--- config.mk ---
export PLATFORM = sky130hd
export DESIGN_NAME = ch4_ctrl
export DESIGN_NICKNAME = d
export VERILOG_FILES = /design/src/rtl/ch4_ctrl.sv
export SDC_FILE = /design/constraint.sdc
export NUM_CORES = 1
export LEC_CHECK = 0
export ABC_AREA = 1
export CAP_MARGIN = 10
export CORE_MARGIN = 1
export CORE_UTILIZATION = 45
export CTS_BUF_LIST = sky130_fd_sc_hd__clkbuf_4
export CTS_CLUSTER_SIZE = 40
export DETAILED_ROUTE_END_ITERATION = 8
export PLACE_DENSITY_LB_ADDON = 0.3
export RECOVER_POWER = 50
export SYNTH_ARGS = -nofsm -noshare
export SYNTH_HDL_FRONTEND = slang
export SYNTH_SLANG_ARGS = --single-unit
--- constraint.sdc ---
create_clock -name dova_phi -period 5.94 [get_ports dova_phi]
set_input_delay 0.891 -clock dova_phi [delete_from_list [all_inputs] [get_ports dova_phi]]
set_output_delay 0.891 -clock dova_phi [all_outputs]
set_load 0.03 [all_outputs]
--- src/rtl/ch4_ctrl.sv ---
// Noise channel (ch4) register file, frame-step/length sequencing and trigger pulse generation.
// Latency: register writes, triggers and frame ticks take effect one clock later (two on a write/tick collision).
// Backpressure: none; every write is accepted, and a tick that collides with a write is held pending for one cycle.
//
// Ports:
//   dova_phi, apu_reset       : clock and synchronous active-high reset
//   wr_en/wr_addr/wr_data     : CPU write to FF20..FF23 (0=NR41, 1=NR42, 2=NR43, 3=NR44)
//   rd_addr/rd_data           : combinational register readback
//   frame_tick                : 512 Hz frame-sequencer strobe
//   nr42, nr43                : envelope / LFSR configuration to the datapath
//   ch4_restart, env_tick     : trigger pulse (RESTART_LEN clocks) and 64 Hz envelope step
//   ch4_active, nch4_amp_en   : channel status bit and DAC-off indication
module ch4_ctrl #(
    parameter int unsigned RESTART_LEN = 4
) (
    input  logic       dova_phi,
    input  logic       apu_reset,
    input  logic       wr_en,
    input  logic [1:0] wr_addr,
    input  logic [7:0] wr_data,
    input  logic [1:0] rd_addr,
    output logic [7:0] rd_data,
    input  logic       frame_tick,
    output logic [7:0] nr42,
    output logic [7:0] nr43,
    output logic       ch4_restart,
    output logic       env_tick,
    output logic       ch4_active,
    output logic       nch4_amp_en
);

    localparam logic [3:0] RESTART_CNT = 4'(RESTART_LEN);

    logic       len_en;
    logic [2:0] step;
    logic [6:0] len;
    logic       tick_pend;
    logic [3:0] rst_cnt;

    logic [7:0] nr42_n;
    logic [7:0] nr43_n;
    logic       len_en_n;
    logic [2:0] step_n;
    logic [6:0] len_n;
    logic       tick_pend_n;
    logic [3:0] rst_cnt_n;
    logic       active_n;
    logic       env_tick_n;
    logic       do_tick;
    logic       extra_clk;

    always_comb begin
        nr42_n      = nr42;
        nr43_n      = nr43;
        len_en_n    = len_en;
        step_n      = step;
        len_n       = len;
        active_n    = ch4_active;
        env_tick_n  = 1'b0;
        extra_clk   = 1'b0;
        // A tick arriving with a write is deferred by exactly one cycle.
        tick_pend_n = frame_tick & wr_en;
        do_tick     = tick_pend | (frame_tick & ~wr_en);
        rst_cnt_n   = (rst_cnt != 4'd0) ? rst_cnt - 4'd1 : 4'd0;

        // Frame step first, so a write landing on the same edge sees the
        // post-tick step/length and can override them.
        if (do_tick) begin
            if (step == 3'd7) begin
                env_tick_n = 1'b1;
            end
            if (!step[0] && len_en && (len != 7'd0)) begin
                len_n = len - 7'd1;
                if (len == 7'd1) begin
                    active_n = 1'b0;
                end
            end
            step_n = step + 3'd1;
        end

        if (wr_en) begin
            case (wr_addr)
                2'd0: len_n = 7'd64 - {1'b0, wr_data[5:0]};
                2'd1: begin
                    nr42_n = wr_data;
                    if (wr_data[7:3] == 5'd0) begin
                        active_n = 1'b0;
                    end
                end
                2'd2: nr43_n = wr_data;
                default: begin
                    len_en_n = wr_data[6];
                    // Enabling length right after a step that clocked length
                    // (odd step) gets one immediate extra length clock.
                    extra_clk = ~len_en & wr_data[6] & step_n[0] & (len_n != 7'd0);
                    if (extra_clk) begin
                        len_n = len_n - 7'd1;
                        if ((len_n == 7'd0) && !wr_data[7]) begin
                            active_n = 1'b0;
                        end
                    end
                    if (wr_data[7]) begin
                        if (len_n == 7'd0) begin
                            len_n = extra_clk ? 7'd63 : 7'd64;
                        end
                        active_n  = (nr42[7:3] != 5'd0);
                        rst_cnt_n = RESTART_CNT;
                    end
                end
            endcase
        end
    end

    always_ff @(posedge dova_phi) begin
        if (apu_reset) begin
            nr42        <= 8'd0;
            nr43        <= 8'd0;
            len_en      <= 1'b0;
            step        <= 3'd0;
            len         <= 7'd0;
            tick_pend   <= 1'b0;
            rst_cnt     <= 4'd0;
            ch4_active  <= 1'b0;
            ch4_restart <= 1'b0;
            env_tick    <= 1'b0;
        end else begin
            nr42        <= nr42_n;
            nr43        <= nr43_n;
            len_en      <= len_en_n;
            step        <= step_n;
            len         <= len_n;
            tick_pend   <= tick_pend_n;
            rst_cnt     <= rst_cnt_n;
            ch4_active  <= active_n;
            ch4_restart <= (rst_cnt_n != 4'd0);
            env_tick    <= env_tick_n;
        end
    end

    assign nch4_amp_en = (nr42[7:3] == 5'd0);

    always_comb begin
        case (rd_addr)
            2'd0:    rd_data = 8'hFF;
            2'd1:    rd_data = nr42;
            2'd2:    rd_data = nr43;
            default: rd_data = {1'b1, len_en, 6'h3F};
        endcase
    end

endmodule
# Word-level counts from Yosys, hierarchy flattened

Cells that the tools add are included.

Bitwise logic cells: 10
Add/subtract/negate cells: 5
Eq/ne operators: 6
Mux-type cells: 26
Reductions and logical operators: 23

Operators with widths:

| kind                  | count |
|---|---|
| $mux W7               | 9 |
| $pmux W8 S3           | 1 |
| $mux W4               | 4 |
| $logic_not A7 Y1      | 2 |
| $pmux W7 S2           | 1 |
| $reduce_bool A7 Y1    | 2 |
| $sub A7 B1 Y7 const B | 2 |
| $logic_not A5 Y1      | 2 |
| $mux W1               | 10 |
| $reduce_bool A4 Y1    | 2 |
| $eq A7 B1 Y1 const B  | 1 |
| $sub A7 B6 Y7 const A | 1 |
| $reduce_and A2 Y1     | 3 |
| $reduce_or A2 Y1      | 3 |
| $and A1 B1 Y1         | 5 |
| $reduce_bool A5 Y1    | 1 |
| $eq A2 B1 Y1 const B  | 2 |
| $eq A2 B2 Y1 const B  | 2 |
| $logic_not A2 Y1      | 2 |
| $not A1 Y1            | 4 |
| $sub A4 B1 Y4 const B | 1 |
| $add A3 B1 Y3 const B | 1 |
| $eq A3 B3 Y1 const B  | 1 |
| $logic_and A1 B1 Y1   | 3 |
| 4 further kinds       | 5 |

Input bits: 16
Word-level logic and storage cells: 81
Output and inout bits: 28
Register bits after elaboration: 35

# Depth between registers and ports, before layout

Gate-level depths: netlist of the first run.

Depth in word-level cells: 15
Depth in mapped cells: 23
Depth with buffers taken out: 22

# Least setup slack after synthesis of the first run

Ideal clock, no wire load.

Path kind: input to register
Start point: input wr_en
End point: register len[1]
Required time: 5.873 ns
Arrival: 3.002 ns
Path buffers: 1
Stages: 19
Slack: 2.870 ns
Setup time: 0.067 ns
Cell sequence: inv_2 -> nand2_2 -> a21oi_2 -> nand2_2 -> o21ai_1 -> inv_1 -> ha_1 -> nand3_1 -> nor2_2 -> nand2_2 -> nand2_4 -> buf_6 -> o21ai_1 -> nand2_1 -> nor2_2 -> nand3_2 -> nand2_1 -> nand2_1 -> a21oi_2

Longest elaborated chain between the ends: 14
Elaborated cells between the ends (all ways): 18
Classes of those cells: 1 x add/sub; 10 x mux; 5 x bitwise; 2 x reduce/logical

Ends and longest elaborated chain:

| element                                                                | line | RTL |
|---|---|---|
| from (decl)                                                            | 18   | `input logic wr_en,` |
| parallel branches: the longest is 13 deep, another holds $sub A7 B1 Y7 | n/a  |  |
| $mux W7 *                                                              | 81   | `if (wr_en) begin` |
| to (signal assigned)                                                   | 131  | `len <= len_n;` |
| to (decl)                                                              | 36   | `logic [6:0] len;` |

Every way passes the cells marked *. The select of a mux whose other input is x is not followed.
A chain may end at the register's enable or synchronous reset.

# Final worst setup path of the first run

Start point: input wr_en
End point: register len[6]

Same word-level chain as after synthesis.

==> results of run 1 <==
==> cell usage after synthesis, types with 5 or more instances <==
cell       n
nor3_1     5
inv_1     55
nand3_1   18
nand4_1    6
nor2_2     6
ha_1      12
nand2_1   93
a21oi_1   31
nand2_2    9
dfxtp_1   35
nor2_1    32
o22ai_1    8
clkbuf_1   6
o21ai_0   28
==> registers in the layout, summed over array words and instances (netlist names) <==
signal,count
ch4_restart,1
rst_cnt,4
ch4_active,1
len_en,1
env_tick,1
len,7
nr43,8
nr42,8
step,3
tick_pend,1
==> per-layer routing <==
metal | wire length (µm) | vias up | track usage
met3 | 312 | 9 | 0.0384
met1 | 2990 | 1132 | 0.323
li1 | - | 1316 | -
met5 | 0 | - | 0
met4 | 93 | 0 | 0.0782
met2 | 2840 | 75 | 0.362
==> stage by stage <==
| stage | utilization | power (W) | hold slack, ps | area (µm²) | cells |
|---|---|---|---|---|---|
| 5_1_grt | 0.581 | 0.000706 | 527 | 2990 | 491 |
| 4_1_cts | 0.581 | 0.000671 | 512 | 2990 | 491 |
| 2_1_floorplan | - | 0.000429 | 457 | 2430 | 379 |
| 6_report | 0.581 | 0.000669 | 507 | 2990 | 491 |
| 3_5_place_dp | 0.565 | 0.000495 | 494 | 2910 | 483 |
| 3_3_place_gp | 0.565 | 0.000493 | 487 | 2910 | 483 |
==> logic make-up (layout without fill, tap and decap cells) <==
| kind of cell | Yosys count | after routing |
|---|---|---|
| adders and majority gates | 12 | 12 |
| AOI/OAI and AO/OA | 84 | 84 |
| DFF | 35 | 35 |
| xor gates and xnor gates | 1 | 1 |
| and+or+nand+nor | 181 | 181 |
| buffers and inverters | 66 | 108 |
==> cell usage in the layout, fill, tap and decap left out, drive strengths merged <==
cell type      count
a211oi             1
o21a               1
xor2               1
nand3             20
clkbuf             5
clkdlybuf4s50     34
dfxtp             35
nor3b              1
o32ai              2
nand4              6
nor3               5
nor2              43
o22ai              8
nand2            104
or2                2
a21oi             33
o21ai             32
clkinv             2
ha                12
bufinv             1
o211ai             2
dlygate4sd3        9
o21bai             1
a31oi              4
inv               57
==> final cells by class <==
| class | instances | area, µm² |
|---|---|---|
| Multi-Input combinational cell | 278 | 1470 |
| Clock inverter | 3 | 43.8 |
| Fill cell | 539 | 2150 |
| Tap cell | 70 | 87.6 |
| Clock buffer | 5 | 37.5 |
| Inverter | 57 | 214 |
| Sequential cell | 35 | 701 |
| Timing Repair Buffer | 43 | 430 |
==> worst max path at each step <==
stage | endpoint | depth (start not counted) | slack (ps)
after global routing | len[3] | 19 | 1430
after CTS | len[0] | 19 | 2020
final | len[6] | 19 | 1810
after detailed placement | len[0] | 19 | 1660
after floorplan | len[1] | 19 | 2870
after global placement | len[3] | 19 | 1810
==> tightest hold or removal path, cell delays in order (launching register included) <==
cell     delay [ps]
dfxtp_1         350
inv_1            70
a21oi_1          50
==> power by group <==
part	internal (W)	leakage [nW]	total, W	switching [W]
Sequential	0.000248	0.286	0.000258	0.0000106
Combinational	0.0000824	1.10	0.000234	0.000151
Clock	0.0000885	0.0452	0.000177	0.0000880
Total	0.000419	1.43	0.000669	0.000250
==> metrics, run 1 <==
Yosys top cell area share=0.289; clk root buf=clkbuf_4; Post-Syn Nets=407; I/O pin count=44; GP Congestion=0.966; Tcrit/Tclk final=0.694; DRT antenna net count=0; CP startpoint=wr_en; fraction of layout cells with a size suffix above 1=0.0926; CTS buffer count=5; Max Clock Freq=0.242 GHz; dpl hpwl=4890 µm; R2R setup slack=2870 ps; Area Overhead vs Synth=23.0%; largest net degree at the start of global routing=23; die area=5690 µm²; status=finished clean; CP arrival=4390 ps; max incr delay on CP=680 ps; GRT Total Usage=0.231; slew margin rel.=0.615; Overflow after GRT=0; Worst Reg2Reg Path Length in Cells=20; Clk pin slew, worst setup/hold paths=120 ps; mux share of post-synthesis cell area=0; Avg Inst Size Synth=6.41 µm²; Vias=2532; dpl ws=1660 ps; CP cell instances=dlygate4sd3_1, inv_1, nand2_2, a21oi_2, nand2_2, o21ai_1, inv_1, ha_1, nand3_1, nor2_2, nand2_2, nand2_4, o21ai_0, nand2_1, nor2_2, nand3_1, nand2_1, nand2_1, a21oi_1; largest family of logic cells by synthesized area=simple AND/OR/NAND/NOR gates; LEAKAGE=1.43 nW; Max Slew Vio Count=0; register bit total from synthesis=35; Clock Sinks=35; element type at the critical path end=flip-flop; worst IR drop on VDD=0.111 mV; post-synthesis simple-gate area fraction=0.347; DRC=0; worst path required time=6210 ps; Initial Util=0.472; row count=26; Most used DFF post-synth=dfxtp_1; first-pass GRT wire length=10000 µm; sequential fraction of the synthesis area=0.289; port bufs=43; unrepaired setup endpoints after global routing=false; clk buf depth=2; Post-synth EDFFs=0; Hold Vio Cnt, Final=0; Worst-Skew Late Latency=350 ps; routed wire length=6240 µm; Worst Tran Pin Value=576 ps; CP top delay family=buffers and inverters; top cell type by total area after synthesis=dfxtp_1; Vert. Die Dim=75.5 µm; Initial DRT Pass Iterations=4; H-tree depth=2; TritonCTS clock tree=yes; buffer count from post-CTS setup fixing=0; final period demand of the worst path=4130 ps; area share of fa/ha/maj cells after synthesis=0.0618; min-delay worst type=flip-flop to flip-flop; Startpoint Class=input port; Detailed Route Iter0 Violations=151; CP max stage cell=dlygate4sd3_1; CTS Hold Buffers Added=0; core area=5140 µm²; warnings from Yosys=0; final worst slack=1810 ps; Hold Path Depth=2; Die W=75.5 µm; PD cells=224 nW/µm²; post-synth cell types=33; Crit Path Class=input port to flip-flop; WL per Instance=12.7 µm; final setup violation count=0; Hold Path End=len_en; post-synthesis compound-gate area fraction=0.194; top cells by area, synth=dfxtp_1, nand2_1, inv_1; max cap viols=0; Layout Skew=4.53 ps; antenna violations before repair=0; hold path start=len_en; setup TNS=0 ps; xor/xnor share of the synthesized area=0.00361; vias in the first global route=2198; ant diodes=0; # nets final=448; capturing point of the worst reg2reg path=len[6]; Synth async-reset ratio=0; Via density=5.16; Buf/Inv on CP=3; Synth Instances=379; post_cts resized=0; worst r2r src=len[0]; Syn Std Cell Area=2430 µm²; worst-path fanout max=13
Power figures use the tool's default switching activity.
==> run 2, diff against run 1 <==
==> constraint.sdc (replaced) <==
create_clock -name dova_phi -period 4.1 [get_ports dova_phi]
set_input_delay 0.615 -clock dova_phi [delete_from_list [all_inputs] [get_ports dova_phi]]
set_output_delay 0.615 -clock dova_phi [all_outputs]
set_load 0.03 [all_outputs]
==> metrics, run 2 (synthesis results as in run 1) <==
CP top delay family=compound AO/OA/AOI/OAI gates (was buffers and inverters); Crit Path Class=input port to flip-flop (unchanged); Startpoint Class=input port (unchanged); CP arrival=3810 ps (was 4390 ps); Die W=75.5 µm (unchanged); max incr delay on CP=440 ps (was 680 ps); placed cell area=2910 µm² (about the same); TritonCTS clock tree=yes (unchanged); Area Overhead vs Synth=23.3% (was 23.0%); PD cells=321 nW/µm² (was 224 nW/µm²); GP Congestion=0.923 (was 0.966); internal power=0.000606 W (was 0.000419 W); # nets final=449 (was 448); Layout Skew=9.29 ps (was 4.53 ps); Hold Vio Cnt, Final=0 (unchanged); Clock Sinks=35 (unchanged); P_sw=0.000356 W (was 0.000250 W); slew margin rel.=0.643 (was 0.615); unrepaired setup endpoints after global routing=false (unchanged); worst IR drop on VDD=0.195 mV (was 0.111 mV); final period demand of the worst path=3550 ps; Crit. path cell count=19 (unchanged); Sw Share=0.370 (was 0.374); Max Clock Freq=0.282 GHz; DRT antenna net count=0 (unchanged); WL per Instance=12.8 µm (was 12.7 µm); setup TNS=0 ps (unchanged); Worst-Skew Late Latency=340 ps (was 350 ps); routed wire length=6280 µm (was 6240 µm); final setup violation count=0 (unchanged); worst-path fanout max=13 (unchanged); fraction of layout cells with a size suffix above 1=0.0972 (was 0.0926); buffer count from post-CTS setup fixing=0 (unchanged); status=finished clean (unchanged); Logic pwr share=0.351 (was 0.350); dpl hpwl=4930 µm (was 4890 µm); Overflow after GRT=0 (unchanged); vias in the first global route=2190 (was 2198); Hold Path Depth=2 (unchanged); clk root buf=clkbuf_4 (unchanged); Worst Reg2Reg Path Length in Cells=20 (unchanged); dpl ws=279 ps (was 1660 ps); CTS Hold Buffers Added=0 (unchanged); core area=5140 µm² (unchanged); min-delay worst type=flip-flop to flip-flop (unchanged); area of the multi-input gates=1470 µm² (unchanged); antenna violations before repair=0 (unchanged); Fin Hold WS=512 ps (was 507 ps); die area=5690 µm² (unchanged); largest net degree at the start of global routing=23 (unchanged); Post-Layout Inst Area=2990 µm² (about the same); element type at the critical path end=flip-flop (unchanged); first-pass GRT wire length=9900 µm (was 10000 µm); CP cell instances=clkdlybuf4s50_1, inv_2, nand2_2, a21oi_2, nand2_2, o21ai_1, inv_1, ha_1, nand3_1, nor2_2, nand2_2, nand2_4, o21ai_0, nand2_1, nor2_2, nand3_2, nand2_1, nand2_1, a21oi_1 (was dlygate4sd3_1, inv_1, nand2_2, a21oi_2, nand2_2, o21ai_1, inv_1, ha_1, nand3_1, nor2_2, nand2_2, nand2_4, o21ai_0, nand2_1, nor2_2, nand3_1, nand2_1, nand2_1, a21oi_1); Tcrit/Tclk final=0.866; row count=26 (unchanged); Worst Tran Pin Value=533 ps (was 576 ps); sequential share of power=0.389 (was 0.386); Initial DRT Pass Iterations=6 (was 4); CP max stage cell=clkdlybuf4s50_1 (was dlygate4sd3_1); LEAKAGE=1.45 nW (was 1.43 nW); commonest non-fill, non-tap cell in the layout=nand2_1 (unchanged); Register Area=701 µm² (unchanged); H-tree depth=2 (unchanged); DRC=0 (unchanged); Detailed Route Iter0 Violations=224 (was 151); largest registers=nr42 (8), nr43 (8), len (7) (unchanged); GRT Total Usage=0.230 (was 0.231); Max Slew Vio Count=0 (unchanged); CTS buffer count=5 (unchanged); filler cell count in the final layout=529 (was 539); final worst slack=550 ps (was 1810 ps); worst path required time=4360 ps (was 6210 ps); Vias=2519 (was 2532); Clk pin slew, worst setup/hold paths=120 ps (about the same); max cap viols=0 (unchanged); Via density=5.12 (was 5.16); Buf/Inv on CP=3 (unchanged); Vert. Die Dim=75.5 µm (unchanged); Initial Util=0.472 (unchanged); Clock Power Share=0.260 (was 0.264); ant diodes=0 (unchanged); clk buf depth=2 (unchanged); I/O pin count=44 (unchanged); post_cts resized=0 (unchanged); commonest cells after routing, fill and taps aside=nand2_1, inv_1, dfxtp_1 (unchanged); port bufs=43 (unchanged)
==> run 2: cell types whose count changed in the layout (fill, tap and decap cells not counted) <==
cell / change
buf_4: +1
inv_2: +1
dlygate4sd3_1: +5
inv_1: -1
clkdlybuf4s50_1: -5
==> run 2: layer usage <==
layer	global-route usage	share of wire	up-vias
li1	-	-	1310
met1	0.311	0.47	1132
met3	0.0503	0.050	4
met2	0.378	0.47	73
met4	0.0494	0.0083	0
met5	0	0	-
==> run 2: layout make-up <==
class	count	share of cell area
clock buffer	5	0.0125
inverter	57	0.0715
multi-input combinational	278	0.492
clock inverter	3	0.0146
sequential	35	0.234
tap	70	0.0293
timing repair buffer	44	0.146
==> run 2: power groups by stage <==
stage | clock network [W] | logic, W | registers, W
final | 0.000250 | 0.000338 | 0.000375
after global routing | 0.000271 | 0.000373 | 0.000377
after CTS | 0.000253 | 0.000338 | 0.000375
after detailed placement | 0 | 0.000336 | 0.000382
after global placement | 0 | 0.000333 | 0.000382
after floorplan | 0 | 0.000225 | 0.000397
==> run 2: final timing paths <==
kind           from  slack [ps]     end
min          len_en         510  len_en
max           wr_en         550  len[5]
max reg2reg  len[0]         950  len[5]
min reg2reg  len_en         510  len_en
==> run 2: through the flow <==
step                      instances  utilization  total power [W]
final                           492        0.583         0.000962
after global routing            492        0.583          0.00102
after CTS                       492        0.583         0.000966
after detailed placement        484        0.567         0.000718
after global placement          484        0.567         0.000715
after floorplan                 379            -         0.000622
==> run 2: tightest hold or removal path: stages (launching register included) <==
cell     delay, ps
dfxtp_1        350
inv_1           70
a21oi_1         50
==> run 3, diff against run 2 <==
--- a/config.mk
+++ b/config.mk
@@ -10,6 +10,7 @@
 export CORE_MARGIN = 1
 export CORE_UTILIZATION = 45
 export CTS_BUF_LIST = sky130_fd_sc_hd__clkbuf_4
+export CTS_CLUSTER_DIAMETER = 50
 export CTS_CLUSTER_SIZE = 40
 export DETAILED_ROUTE_END_ITERATION = 8
 export PLACE_DENSITY_LB_ADDON = 0.3
==> results of run 3 <==
No change in the layout: final DEF, timing and power equal those of run 2.
